<file path="src/rtl/trap_controller_pkg.sv">
// Shared CSR addresses, privilege and cause encodings, FSM states and mstatus/target helpers
// for the machine-mode trap controller; purely combinational, no handshakes.
package trap_controller_pkg;

  localparam logic [11:0] CSR_MSTATUS = 12'h300;
  localparam logic [11:0] CSR_MIE     = 12'h304;
  localparam logic [11:0] CSR_MTVEC   = 12'h305;
  localparam logic [11:0] CSR_MEPC    = 12'h341;
  localparam logic [11:0] CSR_MCAUSE  = 12'h342;
  localparam logic [11:0] CSR_MTVAL   = 12'h343;

  localparam logic [1:0] MODE_U = 2'b00;
  localparam logic [1:0] MODE_S = 2'b01;
  localparam logic [1:0] MODE_M = 2'b11;

  localparam logic [4:0] IRQ_MSI = 5'd3;
  localparam logic [4:0] IRQ_MTI = 5'd7;
  localparam logic [4:0] IRQ_MEI = 5'd11;

  localparam int MSTATUS_MIE  = 3;
  localparam int MSTATUS_MPIE = 7;

  typedef enum logic [2:0] {
    S_IDLE     = 3'd0,
    S_TRAP_RD  = 3'd1,
    S_TRAP_WR  = 3'd2,
    S_RET_RD   = 3'd3,
    S_RET_WR   = 3'd4,
    S_REDIRECT = 3'd5
  } state_t;

  // Everything captured at accept time; mcause[31] doubles as the interrupt flag.
  typedef struct packed {
    logic [31:0] mcause;
    logic [31:0] epc;
    logic [31:0] tval;
    logic [31:0] mstatus;
  } trap_ctx_t;

  // Modes 2 and 3 of mtvec fall back to direct; vectoring applies to interrupts only.
  function automatic logic [31:0] trap_target(input logic [31:0] mtvec, input logic [31:0] mcause);
    logic [31:0] base;
    base = {mtvec[31:2], 2'b00};
    if (mtvec[1:0] == 2'b01 && mcause[31])
      return base + {25'b0, mcause[4:0], 2'b00};
    return base;
  endfunction

  function automatic logic [31:0] trap_mstatus(input logic [31:0] ms, input logic [1:0] cur_mode);
    logic [31:0] r;
    r               = ms;
    r[MSTATUS_MPIE] = ms[MSTATUS_MIE];
    r[MSTATUS_MIE]  = 1'b0;
    r[12:11]        = cur_mode;
    return r;
  endfunction

  function automatic logic [31:0] ret_mstatus(input logic [31:0] ms);
    logic [31:0] r;
    r               = ms;
    r[MSTATUS_MIE]  = ms[MSTATUS_MPIE];
    r[MSTATUS_MPIE] = 1'b1;
    r[12:11]        = MODE_U;
    return r;
  endfunction

endpackage

</file>
<file path="src/rtl/trap_controller_irq_arbiter.sv">
// Machine interrupt arbiter: pending flag and winning cause code (MEI > MSI > MTI).
// Purely combinational, zero latency; no backpressure.
module irq_arbiter
  import trap_controller_pkg::*;
(
  input  logic [2:0]  irq_lines,
  input  logic [31:0] mie,
  input  logic [31:0] mstatus,
  input  logic [1:0]  mode,
  output logic        pending,
  output logic [4:0]  code
);

  logic [2:0] enabled;
  logic       global_en;
  logic       unused_bits;

  assign unused_bits = ^{mie[31:12], mie[10:8], mie[6:4], mie[2:0],
                         mstatus[31:4], mstatus[2:0]};

  always_comb begin
    // irq_lines is {meip, mtip, msip}, matching mie bits {11, 7, 3}
    enabled   = irq_lines & {mie[11], mie[7], mie[3]};
    global_en = (mode != MODE_M) || mstatus[MSTATUS_MIE];
    pending   = global_en && (enabled != 3'b000);
    code      = 5'd0;
    if (enabled[2])
      code = IRQ_MEI;
    else if (enabled[0])
      code = IRQ_MSI;
    else if (enabled[1])
      code = IRQ_MTI;
  end

endmodule

</file>
<file path="src/rtl/trap_controller.sv">
// Machine-mode trap/MRET sequencer over a 5-slot implicit CSR port; redirect 3 cycles after accept.
// Holds busy/flush from accept through redirect; requests arriving while busy are dropped, not queued.
module trap_controller
  import trap_controller_pkg::*;
(
  input  logic         clk,
  input  logic         reset,
  input  logic         exc_valid,
  input  logic [4:0]   exc_cause,
  input  logic [31:0]  exc_epc,
  input  logic [31:0]  exc_tval,
  input  logic         mret,
  input  logic [2:0]   irq_lines,
  output logic [59:0]  impl_addrs_r,
  output logic [4:0]   impl_read_enable,
  input  logic [159:0] impl_csr,
  output logic [59:0]  impl_addrs_w,
  output logic [4:0]   impl_write_enable,
  output logic [159:0] impl_write_data,
  output logic         busy,
  output logic         flush,
  output logic         redirect_valid,
  output logic [31:0]  redirect_pc,
  output logic [1:0]   mode
);

  state_t      state;
  trap_ctx_t   ctx;
  logic [31:0] target_q;
  logic [31:0] csr0;
  logic [31:0] csr1;
  logic        irq_pending;
  logic [4:0]  irq_code;
  logic        take_exc;
  logic        take_irq;
  logic        take_ret;
  logic        accept;
  logic        unused_csr;

  assign csr0       = impl_csr[31:0];
  assign csr1       = impl_csr[63:32];
  assign unused_csr = ^impl_csr[159:64];

  // In IDLE slots 0/1 carry mstatus/mie, which is all the arbiter needs.
  irq_arbiter u_irq_arbiter (
    .irq_lines (irq_lines),
    .mie       (csr1),
    .mstatus   (csr0),
    .mode      (mode),
    .pending   (irq_pending),
    .code      (irq_code)
  );

  always_comb begin
    take_exc = 1'b0;
    take_irq = 1'b0;
    take_ret = 1'b0;
    if (!reset && state == S_IDLE) begin
      if (exc_valid)
        take_exc = 1'b1;
      else if (irq_pending)
        take_irq = 1'b1;
      else if (mret)
        take_ret = 1'b1;
    end
    accept = take_exc || take_irq || take_ret;
  end

  assign busy  = !reset && ((state != S_IDLE) || accept);
  assign flush = busy;

  always_ff @(posedge clk) begin
    if (reset) begin
      state          <= S_IDLE;
      mode           <= MODE_M;
      ctx            <= '0;
      target_q       <= '0;
      redirect_valid <= 1'b0;
      redirect_pc    <= '0;
    end else begin
      redirect_valid <= 1'b0;
      case (state)
        S_IDLE: begin
          if (take_exc) begin
            ctx   <= '{mcause: {27'b0, exc_cause}, epc: exc_epc, tval: exc_tval, mstatus: csr0};
            state <= S_TRAP_RD;
          end else if (take_irq) begin
            ctx   <= '{mcause: {1'b1, 26'b0, irq_code}, epc: exc_epc, tval: 32'h0, mstatus: csr0};
            state <= S_TRAP_RD;
          end else if (take_ret) begin
            ctx.mstatus <= csr0;
            state       <= S_RET_RD;
          end
        end
        S_TRAP_RD: begin
          target_q <= trap_target(csr0, ctx.mcause);
          state    <= S_TRAP_WR;
        end
        S_TRAP_WR: begin
          mode           <= MODE_M;
          redirect_valid <= 1'b1;
          redirect_pc    <= target_q;
          state          <= S_REDIRECT;
        end
        S_RET_RD: begin
          target_q <= {csr0[31:2], 2'b00};
          state    <= S_RET_WR;
        end
        S_RET_WR: begin
          mode           <= ctx.mstatus[12:11];
          redirect_valid <= 1'b1;
          redirect_pc    <= target_q;
          state          <= S_REDIRECT;
        end
        S_REDIRECT: state <= S_IDLE;
        default:    state <= S_IDLE;
      endcase
    end
  end

  // CSR port is a pure decode of registered state; reset masks it so an aborted
  // sequence cannot issue another write.
  always_comb begin
    impl_addrs_r      = '0;
    impl_read_enable  = '0;
    impl_addrs_w      = '0;
    impl_write_enable = '0;
    impl_write_data   = '0;
    if (!reset) begin
      case (state)
        S_IDLE: begin
          impl_addrs_r[11:0]  = CSR_MSTATUS;
          impl_addrs_r[23:12] = CSR_MIE;
          impl_read_enable    = 5'b00011;
        end
        S_TRAP_RD: begin
          impl_addrs_r[11:0] = CSR_MTVEC;
          impl_read_enable   = 5'b00001;
        end
        S_TRAP_WR: begin
          impl_addrs_w[11:0]      = CSR_MEPC;
          impl_addrs_w[23:12]     = CSR_MCAUSE;
          impl_addrs_w[35:24]     = CSR_MTVAL;
          impl_addrs_w[47:36]     = CSR_MSTATUS;
          impl_write_data[31:0]   = {ctx.epc[31:2], 2'b00};
          impl_write_data[63:32]  = ctx.mcause;
          impl_write_data[95:64]  = ctx.tval;
          impl_write_data[127:96] = trap_mstatus(ctx.mstatus, mode);
          impl_write_enable       = 5'b01111;
        end
        S_RET_RD: begin
          impl_addrs_r[11:0] = CSR_MEPC;
          impl_read_enable   = 5'b00001;
        end
        S_RET_WR: begin
          impl_addrs_w[11:0]    = CSR_MSTATUS;
          impl_write_data[31:0] = ret_mstatus(ctx.mstatus);
          impl_write_enable     = 5'b00001;
        end
        default: ;
      endcase
    end
  end

endmodule

</file>
<file path="config.mk">
export PLATFORM = sky130hd
export DESIGN_NAME = trap_controller
export DESIGN_NICKNAME = d
export VERILOG_FILES = /design/src/rtl/trap_controller_pkg.sv /design/src/rtl/trap_controller_irq_arbiter.sv /design/src/rtl/trap_controller.sv
export SDC_FILE = /design/constraint.sdc
export NUM_CORES = 1
export LEC_CHECK = 0
export ABC_CLOCK_PERIOD_IN_PS = 4500
export BUFFER_PORTS_ARGS = -buffer_cell sky130_fd_sc_hd__buf_2
export CELL_PAD_IN_SITES_DETAIL_PLACEMENT = 1
export CELL_PAD_IN_SITES_GLOBAL_PLACEMENT = 2
export CORE_AREA = 8 8 210 212
export CTS_BUF_LIST = sky130_fd_sc_hd__clkbuf_8 sky130_fd_sc_hd__clkbuf_16
export DETAILED_ROUTE_END_ITERATION = 12
export DIE_AREA = 0 0 218 220
export PLACE_DENSITY = 0.8
export SETUP_SLACK_MARGIN = 0.5
export SLEW_MARGIN = 0
export SYNTH_ARGS = -nofsm -noshare
export SYNTH_HDL_FRONTEND = slang
export SYNTH_SLANG_ARGS = --single-unit
</file>
<file path="constraint.sdc">
create_clock -name clk -period 4.5 [get_ports clk]
set_input_delay 0.45 -clock clk [delete_from_list [all_inputs] [get_ports clk]]
set_output_delay 0.45 -clock clk [all_outputs]
set_load 0.02 [all_outputs]
</file>
Yosys cells after proc, flatten, opt, wreduce, memory -nomap -nowiden

Index checks and enable logic that the tools add are counted.

Register bits after elaboration: 198
Input port bits: 236
Output and inout port bits: 327

Reductions and logical operators: 20
Add/sub/neg operators: 1
Muxes and demuxes: 41
Bitwise operators: 1
Equal/unequal tests: 7

Operators with widths:

| cell               | number |
|---|---|
| $mux 128           | 2 |
| $mux 96            | 2 |
| $mux 32            | 4 |
| $pmux 32 s2        | 2 |
| $mux 46            | 1 |
| $mux 34            | 1 |
| $add 32x7->32      | 1 |
| $pmux 10 s3        | 1 |
| $mux 22            | 1 |
| $pmux 10 s2        | 1 |
| $mux 1             | 13 |
| $mux 3             | 4 |
| $pmux 3 s4         | 1 |
| $mux 10            | 1 |
| $mux 5             | 2 |
| $reduce_bool 3->1  | 3 |
| $pmux 2 s2         | 2 |
| $pmux 4 s2         | 1 |
| $eq 3x2->1 const B | 2 |
| $reduce_bool 2->1  | 3 |
| $logic_and 1x1->1  | 4 |
| $logic_or 1x1->1   | 4 |
| $mux 4             | 1 |
| $ne 4x4->1 const B | 1 |
| other kinds (10)   | 12 |

Logic depth before layout (Yosys ltp)

Depth in word-level cells: 10
Gate-level depth with buffers: 8
Depth with buffers taken out: 7

By module

Synthesis repeated with hierarchy kept, for this count alone.

Cells, all modules: 1,113
Area total of the unflattened synthesis: 8,853.5 µm²

Modules (own cells, without submodules):

| module          | times used | cells an instance | area each (µm²) |
|---|---|---|---|
| trap_controller | 1          | 1,103             | 8,789.7 |
| irq_arbiter     | 1          | 10                | 63.8 |

Worst setup path after synthesis

Ideal clock, no wire load.

Path type: register -> output
From: register state[0]
To: output port flush
Data required time: 4.050 ns
Setup slack: 1.486 ns
Stages on the path, launching flop included: 7
Data arrival time: 2.564 ns
Cell sequence: dfxtp_1 -> clkbuf_1 -> nor4_2 -> o31ai_1 -> clkbuf_1 -> a31oi_1 -> buf_4

Cells in the longest elaborated chain, start to end: 7
Elaborated cells between the ends (all ways): 10

Ends and longest elaborated chain:

| element                       | RTL line              | source |
|---|---|---|
| from (decl)                   | trap_controller.sv:27 | `state_t state;` |
| from (signal assigned)        | trap_controller.sv:74 | `state <= S_IDLE;` |
| from (signal assigned)        | trap_controller.sv:86 | `state <= S_TRAP_RD;` |
| from (signal assigned)        | trap_controller.sv:89 | `state <= S_TRAP_RD;` |
| $logic_not 3->1               | trap_controller.sv:58 | `if (!reset && state == S_IDLE) begin` |
| $logic_and 1x1->1             | trap_controller.sv:58 |  |
| $mux 1                        | trap_controller.sv:58 |  |
| $logic_or 1x1->1 (2 in a row) | trap_controller.sv:66 | `accept = take_exc \|\| take_irq \|\| take_ret;` |
| $logic_or 1x1->1 (*)          | trap_controller.sv:69 | `assign busy = !reset && ((state != S_IDLE) \|\| accept);` |
| $logic_and 1x1->1 (*)         | trap_controller.sv:69 |  |
| to (decl)                     | trap_controller.sv:21 | `output logic flush,` |

Every way passes the cells marked *; elsewhere a longest branch is shown, timed or not.

Final worst setup path

From: register state[1]
To: output port impl_write_data[13]

Cells in the longest elaborated chain, start to end: 3
Elaborated cells between the ends (all ways): 4

Ends and longest elaborated chain:

| element                                         | RTL line               | source |
|---|---|---|
| $eq 3x3->1 / $eq 3x2->1 (equally long branches) | trap_controller.sv:130 | `case (state)` |
| $pmux 32 s2 (*)                                 | trap_controller.sv:130 |  |
| $mux 128 (*)                                    | trap_controller.sv:129 | `if (!reset) begin` |
| to (decl)                                       | trap_controller.sv:19  | `output logic [159:0] impl_write_data,` |

Marked as above.

==> summary.md <==
| Metric | Value |
|---|---|
| Compound-Gate Fraction of Synth Area | `18.24%` |
| GP Congestion | `0.7962` |
| Die width | `218 µm` |
| Routed vias | `7929` |
| Post_cts resized | `0` |
| Peak supply drop | `0.2407 mV` |
| Peak Freq | `0.2865 GHz` |
| Final setup viols | `0` |
| Clk buf depth | `2` |
| Io pins | `563` |
| Worst Max-Slew Pin Slew | `1143 ps` |
| EDFF count, synth | `0` |
| Comb power frac | `28.1%` |
| Post-Syn Area | `0.008717 mm²` |
| PwrDens | `453.8 mW/mm²` |
| Port bufs | `273` |
| Starting DRT DRC Count | `416` |
| Leakage power | `4.685 nW` |
| RSZ-0062 raised after global routing | `no` |
| Sw frac | `38.81%` |
| Hold buffer count at CTS | `0` |
| Max-capacitance violation count | `0` |
| GRT Total Usage | `14.20%` |
| Total Routed Length | `35630 µm` |
| Place WS | `1393 ps` |
| Vias in the first global route | `8198` |
| Worst min-delay path category | `in -> reg` |
| DRT antenna net count | `0` |
| Switching power | `1.847 mW` |
| Clock sinks | `166` |
| Worst-path clk slew | `80 ps` |
| Status | `finished clean` |
| Rows | `74` |
| Avg Inst Size Synth | `7.875 µm²` |
| CTS tree | `built` |
| Yosys warnings | `0` |
| Antenna violations before repair | `12` |
| H-tree lvl count | `4` |
| Ys flop type | `dfxtp_1` |
| Final Skew | `12.79 ps` |
| Commonest non-fill, non-tap cell in the layout | `buf_2` |
| Fin. Hold Viols | `0` |
| Fraction of the mapped netlist area in simple logic gates | `21.86%` |
| Layout fillers | `5058` |
| Clock Latency Late Sink | `450 ps` |
| Seq/Total Area, Yosys | `38.12%` |
| Largest net degree at the start of global routing | `98` |
| Hpwl dp | `27830 µm` |
| Most frequent cells in the layout | `buf_2 (272), nand2_1 (212), dfxtp_1 (166)` |
| Post-synth ARST share | `0%` |
| Routed vias/inst | `4.247` |
| Die area | `0.04796 mm²` |
| Critical Path Fanout Max | `43` |
| DRC viols | `0` |
| Root Buffer Master | `clkbuf_16` |
| Critical Path AT | `3040 ps` |
| Die Ht | `220 µm` |
| Initial Utilization | `21.50%` |
| Max-slew violation count | `0` |
| Distinct cells, synth | `52` |
| Startpoint types | `flop` |
| TritonCTS buffer count | `17` |
| Syn Inst Count | `1107` |
| Worst slew margin | `23.65%` |
| Period utilisation layout | `77.57%` |
| Synth Area in Adders | `0.9473%` |
| Worst EP required | `4050 ps` |
| TNS Setup | `0 ps` |
| Power share of the clock group | `32.8%` |
| Main combinational cell family by area after synthesis | `simple AND/OR/NAND/NOR gates` |
| Area Growth Syn to Fin | `20.31%` |
| Sequential cell fraction of total power | `39.1%` |
| Total grt overflow | `0` |
| Synth Area in XOR/XNOR | `1.407%` |
| DR pass1 iterations | `5` |
| Area of the core | `0.04055 mm²` |
| Post-CTS setup buffers | `0` |
| Tmin final | `3490 ps` |
| Routed WL per cell | `19.08 µm` |
| First-pass GRT wire length | `51630 µm` |
| Fin nets | `1562` |
| FF-to-FF setup slack | `1600 ps` |
| Yosys reg bits | `166` |
| Mux contribution to synthesized area | `0%` |
| Crit end category | `output port` |
| Internal cell power | `2.913 mW` |
| Ratio of cells with drive above 1 in the final layout | `24.83%` |
| Final setup margin | `1010 ps` |
| Setup Crit Path Kind | `reg -> out` |
[final timing paths]
| check | from | endpoint | cells after the start |
|---|---|---|---|
| worst min-delay path | exc_epc[16] | ctx[80] | 3 |
| worst max register to register | state[2] | target_q[27] | 5 |
| worst min register to register | target_q[4] | target_q[4] | 2 |
| worst max-delay path | state[1] | impl_write_data[13] | 5 |
[synthesized netlist by cell type (all sizes together) (4+ instances only)]
| master | instances | share of area [%] |
|---|---|---|
| and2 | 78 | 5.6 |
| a2111oi | 4 | 0.40 |
| a211oi | 22 | 1.9 |
| a22oi | 34 | 2.9 |
| or3 | 10 | 0.72 |
| nand2 | 212 | 9.1 |
| nand3 | 8 | 0.60 |
| nor2 | 73 | 3.1 |
| a311oi | 14 | 1.4 |
| a21o | 4 | 0.34 |
| o21ai | 11 | 0.63 |
| a22o | 27 | 2.7 |
| nand2b | 5 | 0.36 |
| xnor2 | 14 | 1.4 |
| ha | 5 | 0.72 |
| inv | 8 | 0.34 |
| clkbuf | 65 | 2.8 |
| a21oi | 108 | 6.2 |
| buf | 190 | 16 |
| nor3 | 9 | 0.52 |
| and4 | 4 | 0.43 |
| dfxtp | 166 | 38 |
[per-layer routing]
metal | part of all wire, % | vias to the layer above | GRT usage, %
li1 | - | 3807 | -
met1 | 45 | 3792 | 18.06
met2 | 45 | 283 | 22.02
met3 | 8.2 | 37 | 5.814
met4 | 1.5 | 10 | 3.672
met5 | 0.18 | - | 0
[final cells by class]
type | instances | area [µm²] | area share [%]
clock buffers | 17 | 425.4 | 4.056
flip-flops and latches | 166 | 3323 | 31.69
multi-input cells | 839 | 4370 | 41.67
clock inverters | 15 | 182.7 | 1.742
well taps | 532 | 665.6 | 6.347
inverters | 8 | 30.03 | 0.2863
repair buffers | 288 | 1485 | 14.16
diodes | 2 | 5.005 | 0.04772
[logic make-up after synthesis]
logic type | count (synthesis)
and+or+nand+nor | 415
AOI/OAI and AO/OA | 242
other | 1
xor gates and xnor gates | 14
adders and majority gates | 6
DFF | 166
buffers and inverters | 263
[power groups by stage]
stage               logic, mW  clock network (mW)  registers [mW]
detailed placement       1.36                   0            1.90
global route             1.48                1.68            1.90
finish                   1.34                1.56            1.86
floorplan                1.05                   0            1.84
global placement         1.33                   0            1.89
CTS                      1.36                1.62            1.86
[state kept, by name, indices dropped and copies added, names as in the netlist]
name,cells
state,3
ctx,100
redirect_valid,1
redirect_pc,30
mode,2
target_q,30
[worst max-delay path: stages, from the launching register on]
cell and delay [ps]:
dfxtp_1 640, nand2b_1 290, nor3_4 760, buf_4 480, a22o_1 220, buf_2 180
[through the flow]
step / total power [mW] / std cells / instance area [µm²] / utilization (%) / hold slack, ps
after global routing: 5.059 / 1865 / 10480 / 25.85 / 209.5
after CTS: 4.848 / 1865 / 10480 / 25.85 / 205.5
after global placement: 3.218 / 1833 / 9874 / 24.35 / 436.9
after detailed placement: 3.254 / 1833 / 9874 / 24.35 / 448.2
after floorplan: 2.885 / 1268 / 9321 / - / 431.7
final: 4.760 / 1867 / 10490 / 25.86 / 236.9
Power figures use the tool's default switching activity.
